### config.mk
export PLATFORM = sky130hd
export DESIGN_NAME = arduino_note_rx
export DESIGN_NICKNAME = d
export VERILOG_FILES = /design/src/rtl/arduino_note_rx_pkg.sv /design/src/rtl/arduino_note_rx_sync_2ff.sv /design/src/rtl/arduino_note_rx.sv
export SDC_FILE = /design/constraint.sdc
export NUM_CORES = 1
export LEC_CHECK = 0
export ABC_AREA = 1
export CAP_MARGIN = 20
export CORE_MARGIN = 1
export CORE_UTILIZATION = 60
export CTS_CLUSTER_SIZE = 8
export DETAILED_ROUTE_END_ITERATION = 12
export DONT_BUFFER_PORTS = 1
export MAX_ROUTING_LAYER = met4
export PLACE_DENSITY = 0.82
export SLEW_MARGIN = 30
export SYNTH_ARGS = -nofsm -noshare
export SYNTH_HDL_FRONTEND = slang
export SYNTH_HIERARCHICAL = 1
export SYNTH_SLANG_ARGS = --single-unit
### constraint.sdc
create_clock -name clock -period 2.3 [get_ports clock]
set_clock_uncertainty 0.05 [all_clocks]
set_input_delay 0.345 -clock clock [delete_from_list [all_inputs] [get_ports clock]]
set_output_delay 0.345 -clock clock [all_outputs]
set_load 0.1 [all_outputs]
### src/rtl/arduino_note_rx_pkg.sv
// Shared definitions for the Arduino note receiver: FSM state encodings,
// the "no note" code and the code-to-one-hot helper.
package arduino_note_rx_pkg;

    // Encodings are visible on db_estado, so they are fixed explicitly.
    typedef enum logic [2:0] {
        ST_IDLE    = 3'd0,
        ST_QUALIFY = 3'd1,
        ST_EMIT    = 3'd2,
        ST_HOLD    = 3'd3,
        ST_RELEASE = 3'd4,
        ST_ERRO    = 3'd5
    } state_t;

    localparam logic [2:0] NOTE_NONE = 3'd0;

    // Code k in 1..7 maps to bit k-1; code 0 maps to an all-zero vector.
    function automatic logic [6:0] onehot7(input logic [2:0] code);
        logic [7:0] t;
        t = 8'd1 << code;
        return t[7:1];
    endfunction

endpackage

### src/rtl/arduino_note_rx_sync_2ff.sv
// Two-flop synchronizer for a W-bit bundle of asynchronous levels.
// Bits are synchronized independently; the consumer tolerates skew between
// bits because it waits for the bundle to be stable before acting on it.
module sync_2ff #(
    parameter int W = 4
) (
    input  logic         clock,
    input  logic         reset,
    input  logic [W-1:0] d_i,
    output logic [W-1:0] q_o
);

    genvar gi;
    generate
        for (gi = 0; gi < W; gi++) begin : g_bit
            logic meta_q;
            logic sync_q;

            // First stage may go metastable; second stage gives it a cycle to settle.
            always_ff @(posedge clock) begin
                if (!reset) begin
                    meta_q <= 1'b0;
                    sync_q <= 1'b0;
                end else begin
                    meta_q <= d_i[gi];
                    sync_q <= meta_q;
                end
            end

            assign q_o[gi] = sync_q;
        end
    endgenerate

endmodule

### src/rtl/arduino_note_rx.sv
// Receiver for 3-bit note codes from the Arduino front-end.
// Synchronizes {valid, code}, waits for STABLE_CYCLES of an unchanged code,
// then emits a one-hot note on botoes for EMIT+HOLD cycles with a single
// jogada pulse. A stable valid carrying code 0 pulses erro_codigo instead.
// Optional feature macro: ARDUINO_ACK_EN adds the ard_ack handshake output.
module arduino_note_rx
    import arduino_note_rx_pkg::*;
#(
    parameter int STABLE_CYCLES = 50000,
    parameter int HOLD_CYCLES   = 250000,
    parameter int CNT_W         = 20
) (
    input  logic       clock,
    input  logic       reset,
    input  logic       enable,
    input  logic [2:0] ard_code,
    input  logic       ard_valid,
    output logic [6:0] botoes,
    output logic       jogada,
    output logic       erro_codigo,
    output logic [2:0] db_code,
    output logic [2:0] db_estado
`ifdef ARDUINO_ACK_EN
    ,
    output logic       ard_ack
`endif
);

    localparam logic [CNT_W-1:0] STABLE_LAST = CNT_W'(STABLE_CYCLES - 1);
    localparam logic [CNT_W-1:0] HOLD_LAST   = CNT_W'(HOLD_CYCLES - 1);
    localparam logic [CNT_W-1:0] CNT_ONE     = CNT_W'(1);

    logic [3:0]       sync_out;
    logic             sv;
    logic [2:0]       sc;

    state_t           state_q;
    logic [CNT_W-1:0] cnt_q;
    logic [2:0]       code_q;
    logic [6:0]       botoes_q;
    logic             jogada_q;
    logic             erro_q;
    logic [2:0]       db_code_q;
    logic             qualify_done;
    logic             release_done;

    sync_2ff #(
        .W (4)
    ) u_sync (
        .clock (clock),
        .reset (reset),
        .d_i   ({ard_valid, ard_code}),
        .q_o   (sync_out)
    );

    assign sv = sync_out[3];
    assign sc = sync_out[2:0];

    // Qualification finishes when the code has been unchanged for the full window.
    assign qualify_done = (state_q == ST_QUALIFY) && sv && (sc == code_q) && (cnt_q == STABLE_LAST);
    // The link is released only once the Arduino drops valid.
    assign release_done = (state_q == ST_RELEASE) && !sv;

    // Main FSM with shared counter and registered outputs.
    always_ff @(posedge clock) begin
        if (!reset) begin
            state_q   <= ST_IDLE;
            cnt_q     <= '0;
            code_q    <= NOTE_NONE;
            botoes_q  <= '0;
            jogada_q  <= 1'b0;
            erro_q    <= 1'b0;
            db_code_q <= NOTE_NONE;
        end else if (!enable) begin
            // Disabled: park in IDLE and silence outputs; db_code keeps the last note.
            state_q   <= ST_IDLE;
            cnt_q     <= '0;
            botoes_q  <= '0;
            jogada_q  <= 1'b0;
            erro_q    <= 1'b0;
        end else begin
            jogada_q <= 1'b0;
            erro_q   <= 1'b0;
            botoes_q <= '0;
            case (state_q)
                ST_IDLE: begin
                    if (sv) begin
                        state_q <= ST_QUALIFY;
                        code_q  <= sc;
                        cnt_q   <= '0;
                    end
                end
                ST_QUALIFY: begin
                    if (!sv) begin
                        state_q <= ST_IDLE;
                    end else if (sc != code_q) begin
                        // Code moved: restart the stability window on the new value.
                        code_q <= sc;
                        cnt_q  <= '0;
                    end else if (qualify_done) begin
                        state_q <= (code_q != NOTE_NONE) ? ST_EMIT : ST_ERRO;
                    end else begin
                        cnt_q <= cnt_q + CNT_ONE;
                    end
                end
                ST_EMIT: begin
                    jogada_q  <= 1'b1;
                    botoes_q  <= onehot7(code_q);
                    db_code_q <= code_q;
                    cnt_q     <= '0;
                    state_q   <= ST_HOLD;
                end
                ST_HOLD: begin
                    // Link activity is ignored while the note is being held.
                    botoes_q <= onehot7(code_q);
                    if (cnt_q == HOLD_LAST) begin
                        state_q <= ST_RELEASE;
                    end else begin
                        cnt_q <= cnt_q + CNT_ONE;
                    end
                end
                ST_RELEASE: begin
                    if (release_done) begin
                        state_q <= ST_IDLE;
                    end
                end
                ST_ERRO: begin
                    erro_q  <= 1'b1;
                    state_q <= ST_RELEASE;
                end
                default: begin
                    state_q <= ST_IDLE;
                end
            endcase
        end
    end

`ifdef ARDUINO_ACK_EN
    logic ack_q;

    // Acknowledge from EMIT/ERRO entry until the edge that leaves RELEASE.
    always_ff @(posedge clock) begin
        if (!reset) begin
            ack_q <= 1'b0;
        end else if (!enable) begin
            ack_q <= 1'b0;
        end else if (qualify_done) begin
            ack_q <= 1'b1;
        end else if (release_done) begin
            ack_q <= 1'b0;
        end
    end

    assign ard_ack = ack_q;
`endif

    assign botoes      = botoes_q;
    assign jogada      = jogada_q;
    assign erro_codigo = erro_q;
    assign db_code     = db_code_q;
    assign db_estado   = state_q;

endmodule
* Word-level counts from Yosys, hierarchy flattened
Cells that the tools add are included.
** Storage, ports and cells
- Flip-flop bits (word level) :: 46
- Bits of input ports :: 7
- Logic and storage cells :: 71
** Cells by class
- Add/sub/neg operators :: 1
- Equality and inequality tests :: 18
- Shifts and indexed selects :: 1
- Muxes and demuxes :: 20
- Reduce and logical (&&, ||, !) cells :: 16
** Operator list (count)
- $mux W20 :: 5
- $pmux W20 S4 :: 1
- $mux W3 :: 10
- $add A20 B1 Y20 const B :: 1
- $eq A20 B16 Y1 const B :: 1
- $eq A20 B18 Y1 const B :: 1
- $pmux W3 S6 :: 1
- $reduce_and A5 Y1 :: 3
- $shl A1 B3 Y8 const A :: 1
- $eq A3 B2 Y1 const B :: 2
- $eq A3 B3 Y1 const B :: 2
- $ne A2 B1 Y1 const B :: 3
- $ne A2 B2 Y1 const B :: 3
- $ne A3 B3 Y1 const B :: 2
- $pmux W3 S2 :: 1
- $logic_and A1 B1 Y1 :: 4
- $reduce_and A2 Y1 :: 2
- $reduce_bool A4 Y1 :: 1
- $eq A3 B1 Y1 const B :: 1
- $eq A3 B3 Y1 :: 1
- $logic_not A3 Y1 :: 1
- $ne A3 B2 Y1 const B :: 1
- $ne A3 B3 Y1 :: 1
- $reduce_and A3 Y1 :: 1
- other kinds (5) :: 6

* Logic depth before layout (Yosys ltp)
Gate-level depths: netlist of run 1.
- Word-level depth :: 8
- Gate-level depth with buffers :: 13

* Hierarchy
Netlist of run 1, hierarchy kept.
** By module, submodules not included
- arduino_note_rx :: times used 1, cells an instance 339, area each 2150.8 sq um, sequential area each 760.7 sq um
- sync_2ff :: times used 1, cells an instance 29, area each 255.2 sq um, sequential area each 160.2 sq um

* Least setup slack after synthesis of run 1
No wires, ideal clock.
- Path type :: reg2reg
- Start :: register state_q[0] (netlist: db_estado[0])
- End :: register state_q[1] (netlist: db_estado[1])
- Library setup time :: 115 ps
- Arrival time :: 2093 ps
- Required time :: 2135 ps
- Slack :: 41 ps
- Cell stages (with the launch flop) :: 10
- Path buffers :: 0
- Clock period less this slack :: 2259 ps
- Path through :: dfxtp_1 > nand2_1 > nor2_4 > nand2_1 > nor2_1 > nand3_2 > nand2_1 > nand3_1 > o21ai_0 > inv_1
** On the way
- Longest elaborated chain between the ends :: 6
** RTL lines
- start: declaration :: line arduino_note_rx.sv:37 : state_t state_q;
- start signal: assignment :: line arduino_note_rx.sv:101 : state_q <= (code_q != NOTE_NONE) ? ST_EMIT : ST_ERRO;
- $eq A3 B1 Y1 :: line arduino_note_rx.sv:60, arduino_note_rx.sv:85
- $logic_and A1 B1 Y1 (3 in a row) :: line arduino_note_rx.sv:60 : assign qualify_done = (state_q == ST_QUALIFY) && sv && (sc == code_q) && (cnt_q == STABLE_LAST);
- $ne A3 B3 Y1 (no line)
- $reduce_and A5 Y1 (no line)
Several ways; a longest one is shown, not always the timed one.
A chain may end at the register's enable or synchronous reset.

* Final worst setup path of run 1
- Start :: register cnt_q[0]
- End :: register cnt_q[6]
** On the way
- Longest elaborated chain between the ends :: 5
** RTL lines
- start: declaration :: line arduino_note_rx.sv:38 : logic [CNT_W-1:0] cnt_q;
- start signal: assignment :: line arduino_note_rx.sv:103 : cnt_q <= cnt_q + CNT_ONE;
- start signal: assignment :: line arduino_note_rx.sv:119 : cnt_q <= cnt_q + CNT_ONE;
- $add A20 B1 Y20 :: line arduino_note_rx.sv:103, arduino_note_rx.sv:119
- $mux W20 :: line arduino_note_rx.sv:100 : end else if (qualify_done) begin
- $mux W20 :: line arduino_note_rx.sv:96 : end else if (sc != code_q) begin
- $mux W20 :: line arduino_note_rx.sv:94 : if (!sv) begin
- $pmux W20 S4 :: line arduino_note_rx.sv:85 : case (state_q)
Several ways; a longest one is shown, not always the timed one. The select of a mux whose other input is x is not followed.

==> results of run 1 <==
-- final cells by class --
class | instances | share of cell area (%)
Clock buffer | 6 | 2.76
Clock inverter | 2 | 0.524
Inverter | 62 | 8.86
Multi-Input combinational cell | 252 | 45.4
Sequential cell | 46 | 35.1
Tap cell | 48 | 2.29
Timing Repair Buffer | 18 | 5.15
-- report_power, final --
group / switching (uW) / internal [uW] / leakage [uW] / total [uW]
clock network: 276 / 215 / 0.0000452 / 490
registers: 12.1 / 810 / 0.000373 / 822
logic: 128 / 44.6 / 0.000823 / 172
total: 415 / 1070 / 0.00124 / 1490
-- worst reg2reg max path, cell delays in order (launching register included) --
cell     delay (ps)
dfxtp_1         380
ha_1            220
nand3_1         160
nor2_1          180
nand4_1         180
nand3_4         270
nand2_2         160
o21ai_0         120
nand2_1          70
inv_1            60
-- kinds of logic after synthesis --
family,Yosys count,share of synthesized area (%)
XOR/XNOR,4,1.46
adder cells (fa/ha/maj),1,0.520
buffers and inverters,70,12.2
AO/OA/AOI/OAI,50,11.1
AND/OR/NAND/NOR,197,36.5
flip-flops,46,38.3
-- registers in the layout (all words and copies together) (netlist names) --
register / flops
u_sync/g_bit.meta_q: 4
u_sync/g_bit.sync_q: 4
jogada: 1
erro_codigo: 1
db_code: 3
botoes: 7
cnt_q: 20
code_q: 3
db_estado: 3
-- worst paths after layout --
kind                          start                      to  slack [ps]  cells past startpoint
min                           reset  u_sync/g_bit[0].sync_q          80                      2
min reg2reg  u_sync/g_bit[0].meta_q  u_sync/g_bit[0].sync_q         370                      2
max                        cnt_q[0]                cnt_q[6]         390                      9
max reg2reg                cnt_q[0]                cnt_q[6]         390                      9
-- cells in the final DEF, fill, tap and decap left out --
cell type	synthesis	routed
o21ai_0	24	24
nand3_1	19	19
clkinv_1	1	1
dfxtp_1	46	46
xnor2_1	2	2
nand3_2	1	1
a21oi_1	18	18
o21ai_1	2	2
clkinv_2	0	1
nor3_1	10	10
inv_2	6	6
ha_1	1	1
nand2_4	1	1
inv_1	55	55
nand3_4	1	1
nor2_2	5	5
nor2_1	44	44
nand4_1	9	9
clkinv_4	0	1
buf_4	4	18
and2_1	1	1
nor2_4	3	3
nand2_1	99	99
xor2_1	2	2
clkbuf_1	1	1
nor3_2	1	1
clkbuf_8	0	5
nand2_2	3	3
o211ai_1	1	1
o21bai_1	4	4
o21ai_2	1	1
-- metrics by stage --
step	util [%]	area, um2	instances	worst slack (ps)
global placement	67.8	2540	426	531
detailed placement	67.8	2540	426	400
floorplan	-	2410	368	41.4
global route	70.2	2630	434	234
CTS	70.2	2630	434	377
finish	70.2	2630	434	393
-- routing by layer --
| metal | vias up | global-route usage (%) |
|---|---|---|
| li1 | 1187 | - |
| met1 | 1022 | 38.0 |
| met2 | 59 | 45.6 |
| met3 | 7 | 6.25 |
| met4 | 0 | 8.15 |
| met5 | - | - |
==> qor.txt, run 1 <==
Vias in the first global route -> 2038
Synth cell count leaders -> nand2_1, inv_1, dfxtp_1, nor2_1, o21ai_0
Number of max-cap violations -> 0
Final Hold Fails -> 0
Die height -> 65.3 um
Maximum clock rate -> 524 MHz
Worst Setup End Kind -> register
Critical Path AT -> 2110 ps
CP max stage delay -> 380 ps
Ant. Diodes -> 0
Layout cells sized above 1 -> 12.2%
Setup-failing EPs final -> 0
Hold WC Path Type -> primary input to register
Total setup buffers inserted after CTS -> 0
Routed wire length per instance -> 12.4 um
Aggregate routed wire length -> 5380 um
Crit start category -> register
Least-Margin Pin Slew -> 421 ps
Area contributors post-synth -> dfxtp_1, nand2_1, inv_1, nor2_1, o21ai_0
Pre-antenna DRT Iters -> 4
CP cell instances -> ha_1, nand3_1, nor2_1, nand4_1, nand3_4, nand2_2, o21ai_0, nand2_1, inv_1
Clock Sinks -> 46
Sequential-to-total area share from yosys stat -> 38.3%
Total track usage -> 29.2%
Antenna violations before repair -> 0
CP max FO -> 22
DRC viols -> 0
Async set-reset flop share out of synthesis -> 0%
Routed met2 length -> 2510 um
Die ar. -> 4270 um2
Via-per-instance ratio -> 5.24
Top-area cell type share of the netlist area -> 38.3%
Post-route ant nets -> 0
PortBufs -> 0
CTS tree -> built
Fill count -> 333
Combined flip-flop and latch cell area -> 921 um2
Status -> complete, no violations
Mapped Cells -> 368
I/O Pins -> 22
Area growth syn-to-layout -> 9.15%
Global route overflow -> 0
Setup tns final -> 0 ps
Die Wd -> 65.3 um
Starting density of the core -> 64.3%
Wl on met1 -> 2540 um
Clock latency on the worst-skew pair -> 300 ps
Detailed placement HPWL -> 4160 um
Number of flops mapped to enable cells by yosys -> 0
Post-Syn Area per Cell -> 6.54 um2
Crit-path slowest cell -> dfxtp_1
Site Rows -> 22
Largest net degree at the start of global routing -> 23
Multi-input gate area -> 1190 um2
Slew Viols, Final -> 0
Pwr dens -> 565 nW/um2
CP top delay family -> simple AND/OR/NAND/NOR gates
Largest area contributor in the netlist -> dfxtp_1
Fin nets -> 393
Yosys cell types -> 30
Drt initial violations -> 226
Routed length on met3 -> 275 um
Final min period -> 1910 ps
CP required -> 2500 ps
First-pass GRT wire length -> 9200 um
Bufs and invs on worst path -> 1
Placer congestion estimate -> 1.02
CORE AREA -> 3740 um2
Max Root-Sink Buffers -> 2
CTS Hold Bufs -> 0
Worst rel slew slack -> 71.8%
Leakage -> 0.00124 uW
DR top layer -> met4
Final Power -> 1490 uW
Synth Flop Type -> dfxtp_1
Htree depth -> 2
Yosys reg bits -> 46
Crit path kind -> register to register
Clock root buffer -> clkbuf_8
Worst ir drop on vdd -> 584 uV
Final critical-path share of the clock period -> 82.9%
Count leader, synth -> nand2_1
Yosys warns -> 6
Clock transition at path regs -> 90 ps
Net Count, Synth -> 376
Cts bufs inserted -> 5
Post-synth design cell area -> 2410 um2
Vias -> 2275
PostCTS Resize Cnt -> 0
Final Hold Slack -> 81.6 ps
RSZ-0062 raised after global routing -> no
Power figures use the tool's default switching activity.
==> run 2, diff against run 1 <==
CORE_UTILIZATION = 56   (was 60)
PLACE_DENSITY = 0.8   (was 0.82)
clock period = 1.7 ns   (was 2.3 ns; I/O delays follow)
==> qor.txt, run 2 (synthesized netlist as in run 1, its figures left out) <==
Status -> finished with violations
Failing checks -> hold timing
CORE AREA -> 4060 um2 (+8.4%)
RSZ-0062 raised after global routing -> yes
CTS tree -> built
I/O Pins -> 22 (unchanged)
Worst R2R Start -> cnt_q[10]
Least-Margin Pin Slew -> 333 ps (-87.2 ps)
Crit path kind -> register to register
Crit start category -> register
CP required -> 1870 ps (-630 ps)
Starting density of the core -> 59.3% (-5.0 points)
Antenna violations before repair -> 0 (unchanged)
Ant. Diodes -> 0 (unchanged)
Aggregate routed wire length -> 6190 um (+15%)
Clock root buffer -> clkbuf_8
PortBufs -> 0 (unchanged)
Most common cell after layout, fill and taps aside -> nand2_1
CP cell instances -> nor2_1, nand2_1, nor2_2, nand4_1, nand3_4, buf_12, o21bai_1, nand2_1, inv_1
FF-to-FF setup slack -> 50 ps (-350 ps)
Pwr dens -> 756 nW/um2 (+34%)
Die Wd -> 67.5 um (+3.4%)
HP Start -> reset
Leakage -> 0.00139 uW (+12%)
Crit-path slowest cell -> dfxtp_1
Number of max-cap violations -> 0 (unchanged)
Fin nets -> 417 (+6.1%)
Critical Path Stages -> 9 (unchanged)
Largest Register -> cnt_q
Critical Path Start -> cnt_q[10]
Final Util -> 73.7% (+3.6 points)
Die ar. -> 4560 um2 (+6.9%)
Largest net degree at the start of global routing -> 16 (-30%)
Vias in the first global route -> 2050 (+0.59%)
Max Root-Sink Buffers -> 2 (unchanged)
Pre-antenna DRT Iters -> 6 (+2)
Placer congestion estimate -> 0.947 (-7.5%)
FF-to-FF path depth -> 9 (unchanged)
CP max stage delay -> 370 ps (about the same)
Worst ir drop on vdd -> 644 uV (+10%)
Commonest non-fill, non-tap cells in the layout -> nand2_1, inv_1, nor2_1
Setup tns final -> 0 ps (unchanged)
Site Rows -> 23 (+4.5%)
Bufs and invs on worst path -> 2 (+1)
RR Endpoint -> cnt_q[13]
Area growth syn-to-layout -> 24.3%
Htree depth -> 2 (unchanged)
Die height -> 67.5 um (+3.4%)
Worst rel slew slack -> 77.7% (+5.9 points)
Worst Setup End Kind -> register
Clock transition at path regs -> 90 ps (about the same)
Largest register FFs -> 20 (unchanged)
Maximum clock rate -> 605 MHz (+15%)
Slew Viols, Final -> 0 (unchanged)
Clock latency on the worst-skew pair -> 310 ps (about the same)
Routed wire length per instance -> 13.5 um (+8.6%)
CP max FO -> 12 (-45%)
Final min period -> 1650 ps (-253 ps)
Clock Sinks -> 46 (unchanged)
Cts bufs inserted -> 5 (unchanged)
Final Hold Slack -> -0.722 ps (-82.4 ps)
Detailed placement HPWL -> 4070 um (-2.0%)
Global route overflow -> 0 (unchanged)
Final Hold Fails -> 1 (+1)
CP top delay family -> simple AND/OR/NAND/NOR gates
Via-per-instance ratio -> 5.41 (+3.3%)
Layout cells sized above 1 -> 22.9% (+11 points)
Hold WC Path Type -> primary input to register
Most used cell, CP -> nand2_1
First-pass GRT wire length -> 9250 um (+0.52%)
Total track usage -> 28.1% (-1.0 points)
Worst setup path end -> cnt_q[13]
Drt initial violations -> 407 (+80%)
DRC viols -> 0 (unchanged)
Final critical-path share of the clock period -> 97.3% (+14 points)
Post-route ant nets -> 0 (unchanged)
Vias -> 2490 (+9.5%)
Critical Path AT -> 1820 ps (-290 ps)
Setup-failing EPs final -> 0 (unchanged)
==> run 2: cell types whose count changed in the layout (fill, tap and decap cells not counted), sizes merged <==
cell         delta
buf            +19
dlygate4sd3     +4
bufinv          +1
clkbuf          -1
clkinv          -1
inv             +1
nor2            +1
==> run 2: timing repair <==
action,in CTS,in global routing
setup buffers,1,5
pin swaps,2,9
endpoints found under the hold margin,6,0
resized for setup,2,38
cloned,0,2
hold buffers,4,0
endpoints found under the setup margin,17,26
==> run 2: worst min-delay path by stage <==
stage                             end  depth (start not counted)
2_1_floorplan  u_sync/g_bit[0].meta_q                          2
3_5_place_dp   u_sync/g_bit[0].sync_q                          2
4_1_cts        u_sync/g_bit[1].sync_q                          2
3_3_place_gp   u_sync/g_bit[1].meta_q                          2
6_report       u_sync/g_bit[3].meta_q                          2
5_1_grt        u_sync/g_bit[0].meta_q                          2
==> run 2: power breakdown <==
part	internal, uW	switching (uW)
combinational	102	200
sequential	1090	19.0
clock	441	405
==> run 2: metal layers <==
| metal | routed length (um) | track usage (%) | vias to the layer above |
|---|---|---|---|
| li1 | - | - | 1236 |
| met1 | 2850 | 38.1 | 1114 |
| met2 | 2750 | 40.6 | 123 |
| met3 | 480 | 6.42 | 17 |
| met4 | 119 | 9.57 | 0 |
| met5 | 0 | - | - |
==> run 2: stage by stage <==
stage	area, um2	power [uW]	setup WS (ps)	hold WS [ps]	instances
6_report	2990	2260	46.2	-0.722	460
5_1_grt	2990	2330	-45.2	1.04	460
2_1_floorplan	2420	1330	32.1	298	368
3_3_place_gp	2660	1390	62.6	301	440
4_1_cts	2820	2220	7.11	0.980	453
3_5_place_dp	2660	1390	-9.02	304	440
==> run 2: cell type report <==
class / count / area [um2]
clock buffers: 5 / 68.8
clock inverters: 3 / 43.8
fillers: 310 / 1070
inverters: 62 / 240
multi-input cells: 253 / 1290
flip-flops and latches: 46 / 947
well taps: 50 / 62.6
repair buffers: 41 / 334
==> run 2: worst register-to-register path: stages (launching register included) <==
cell      delay [ps]
dfxtp_1          370
nor2_1           180
nand2_1          100
nor2_2           130
nand4_1          230
nand3_4          180
buf_12           140
o21bai_1          70
nand2_1           80
inv_1             40
==> run 3, diff against run 2 <==
CTS_BUF_LIST = sky130_fd_sc_hd__clkbuf_16   (was default)
==> qor.txt, run 3 (synthesized netlist as in run 1, its figures left out) <==
Status -> complete, no violations
Seq pwr share -> 44.3% (-4.9 points)
Commonest non-fill, non-tap cells in the layout -> nand2_1, inv_1, nor2_1
Vias -> 2414 (-3.1%)
Clock Sinks -> 46 (unchanged)
Leakage -> 0.00139 uW (+0.55%)
Slew Viols, Final -> 0 (unchanged)
Setup-failing EPs final -> 0 (unchanged)
Largest Register -> cnt_q
Htree depth -> 2 (unchanged)
Placer congestion estimate -> 0.947 (unchanged)
Least-Margin Pin Slew -> 316 ps (-17.2 ps)
Met3 Usage GRT -> 6.42% (unchanged)
CP max FO -> 4 (-8)
Aggregate routed wire length -> 5890 um (-5.0%)
Cts bufs inserted -> 5 (unchanged)
Placed cell count -> 440 (unchanged)
Number of max-cap violations -> 0 (unchanged)
Total track usage -> 27.9% (-0.18 points)
Final critical-path share of the clock period -> 99.4% (+2.2 points)
First-pass GRT wire length -> 9230 um (-0.29%)
Antenna violations before repair -> 0 (unchanged)
Crit path kind -> register to register
Starting density of the core -> 59.3% (unchanged)
Hold WC Path Type -> primary input to register
Site Rows -> 23 (unchanged)
Post-route ant nets -> 0 (unchanged)
Internal power component -> 1880 uW (+15%)
CP required -> 1840 ps (-30 ps)
Clock power frac -> 44.6% (+7.1 points)
Pre-antenna DRT Iters -> 5 (-1)
Area growth syn-to-layout -> 23.4%
DRC viols -> 0 (unchanged)
Final Power -> 2510 uW (+11%)
Die height -> 67.5 um (unchanged)
Grt met2 use -> 39.7% (-0.87 points)
Largest register FFs -> 20 (unchanged)
PortBufs -> 0 (unchanged)
Busiest grt layer -> met2
Die ar. -> 4560 um2 (unchanged)
CORE AREA -> 4060 um2 (unchanged)
Clock transition at path regs -> 60 ps (-30 ps)
Setup tns final -> 0 ps (unchanged)
Routed wire length per instance -> 12.9 um (-3.9%)
Detailed placement HPWL -> 4070 um (unchanged)
Pwr dens -> 845 nW/um2 (+12%)
Final Hold Slack -> 8.76 ps (+9.48 ps)
FF-to-FF path depth -> 10 (+1)
Layout cells sized above 1 -> 22.0% (-0.95 points)
Hold Path Cell Cnt -> 2 (unchanged)
Clock root buffer -> clkbuf_16
Most common cell after layout, fill and taps aside -> nand2_1
RSZ-0062 raised after global routing -> yes
Final Util -> 73.2% (-0.56 points)
Final Hold Fails -> 0 (-1)
Net Sw Power -> 630 uW (+0.93%)
Critical Path AT -> 1830 ps (about the same)
Fin nets -> 412 (-1.2%)
Comb power frac -> 11.1% (-2.2 points)
Final min period -> 1690 ps (+36.7 ps)
Drt initial violations -> 292 (-28%)
Worst ir drop on vdd -> 644 uV (about the same)
Worst rel slew slack -> 78.8% (+1.1 points)
Via-per-instance ratio -> 5.31 (-2.0%)
Global routing usage on met1 -> 37.7% (-0.41 points)
Switching Fraction -> 25.1% (-2.5 points)
Worst Setup End Kind -> register
Vias in the first global route -> 2077 (+1.3%)
Maximum clock rate -> 592 MHz (-2.2%)
Max Root-Sink Buffers -> 2 (unchanged)
I/O Pins -> 22 (unchanged)
CTS tree -> built
Ant. Diodes -> 0 (unchanged)
CTS Hold Bufs -> 0 (-4)
Global route overflow -> 0 (unchanged)
Die Wd -> 67.5 um (unchanged)
Final Non-Filler Cells -> 455 (-1.1%)
Clock latency on the worst-skew pair -> 290 ps (-20 ps)
Largest net degree at the start of global routing -> 16 (unchanged)
Crit start category -> register
## run 3: cell count changes in the layout (fill, tap and decap cells not counted), moves of 2 or more
cell           delta
clkbuf_16         +5
clkbuf_8          -5
dlygate4sd3_1     -4
nand2_1           +3
nand2_2           -2
nor2_4            -2
## run 3: power groups by stage
stage	Combinational, uW	Clock [uW]	Sequential [uW]
after floorplan	149	0	1180
after global placement	252	0	1140
after detailed placement	255	0	1140
after CTS	258	1130	1110
after global routing	302	1170	1110
final	277	1120	1110
## run 3: repair_timing
| action | 4_1_cts | 5_1_grt |
|---|---|---|
| buffers inserted | 1 | 5 |
| cloned | 0 | 1 |
| pin swaps | 2 | 6 |
| gates resized for setup | 2 | 26 |
| hold endpoints to repair | 0 | 0 |
| endpoints found under the setup margin | 16 | 26 |
## run 3: through the flow
step,setup WS (ps),area [um2]
after global routing,-61.4,2970
after CTS,0.207,2840
final,9.52,2970
after detailed placement,-9.02,2660
after floorplan,32.1,2420
after global placement,62.6,2660
## run 3: critical path: stages, from the launching register on
cell and delay (ps):
dfxtp_2 370, ha_4 170, nand3_4 90, nor2_1 190, nand2_1 100, inv_1 120
nand4_1 130, o21ai_0 210, nand2_1 70, nand2_1 60, inv_1 30
## run 3: worst paths after layout
check	from	end	slack, ps
worst min register to register	u_sync/g_bit[0].meta_q	u_sync/g_bit[0].sync_q	360
worst max register to register	cnt_q[1]	cnt_q[16]	10
worst max-delay path	cnt_q[1]	cnt_q[16]	10
worst min-delay path	reset	u_sync/g_bit[0].sync_q	9
## run 3: routing by layer
layer / routed length (um) / vias to the layer above
li1: - / 1222
met1: 2690 / 1069
met2: 2580 / 103
met3: 481 / 20
met4: 133 / 0
met5: 0 / -
## run 3: final cells by class
type	instances	area, um2
multi-input combinational	252	1270
fill	324	1090
sequential	46	945
timing repair buffer	37	294
inverter	62	233
clock buffer	5	125
tap	50	62.6
clock inverter	3	43.8
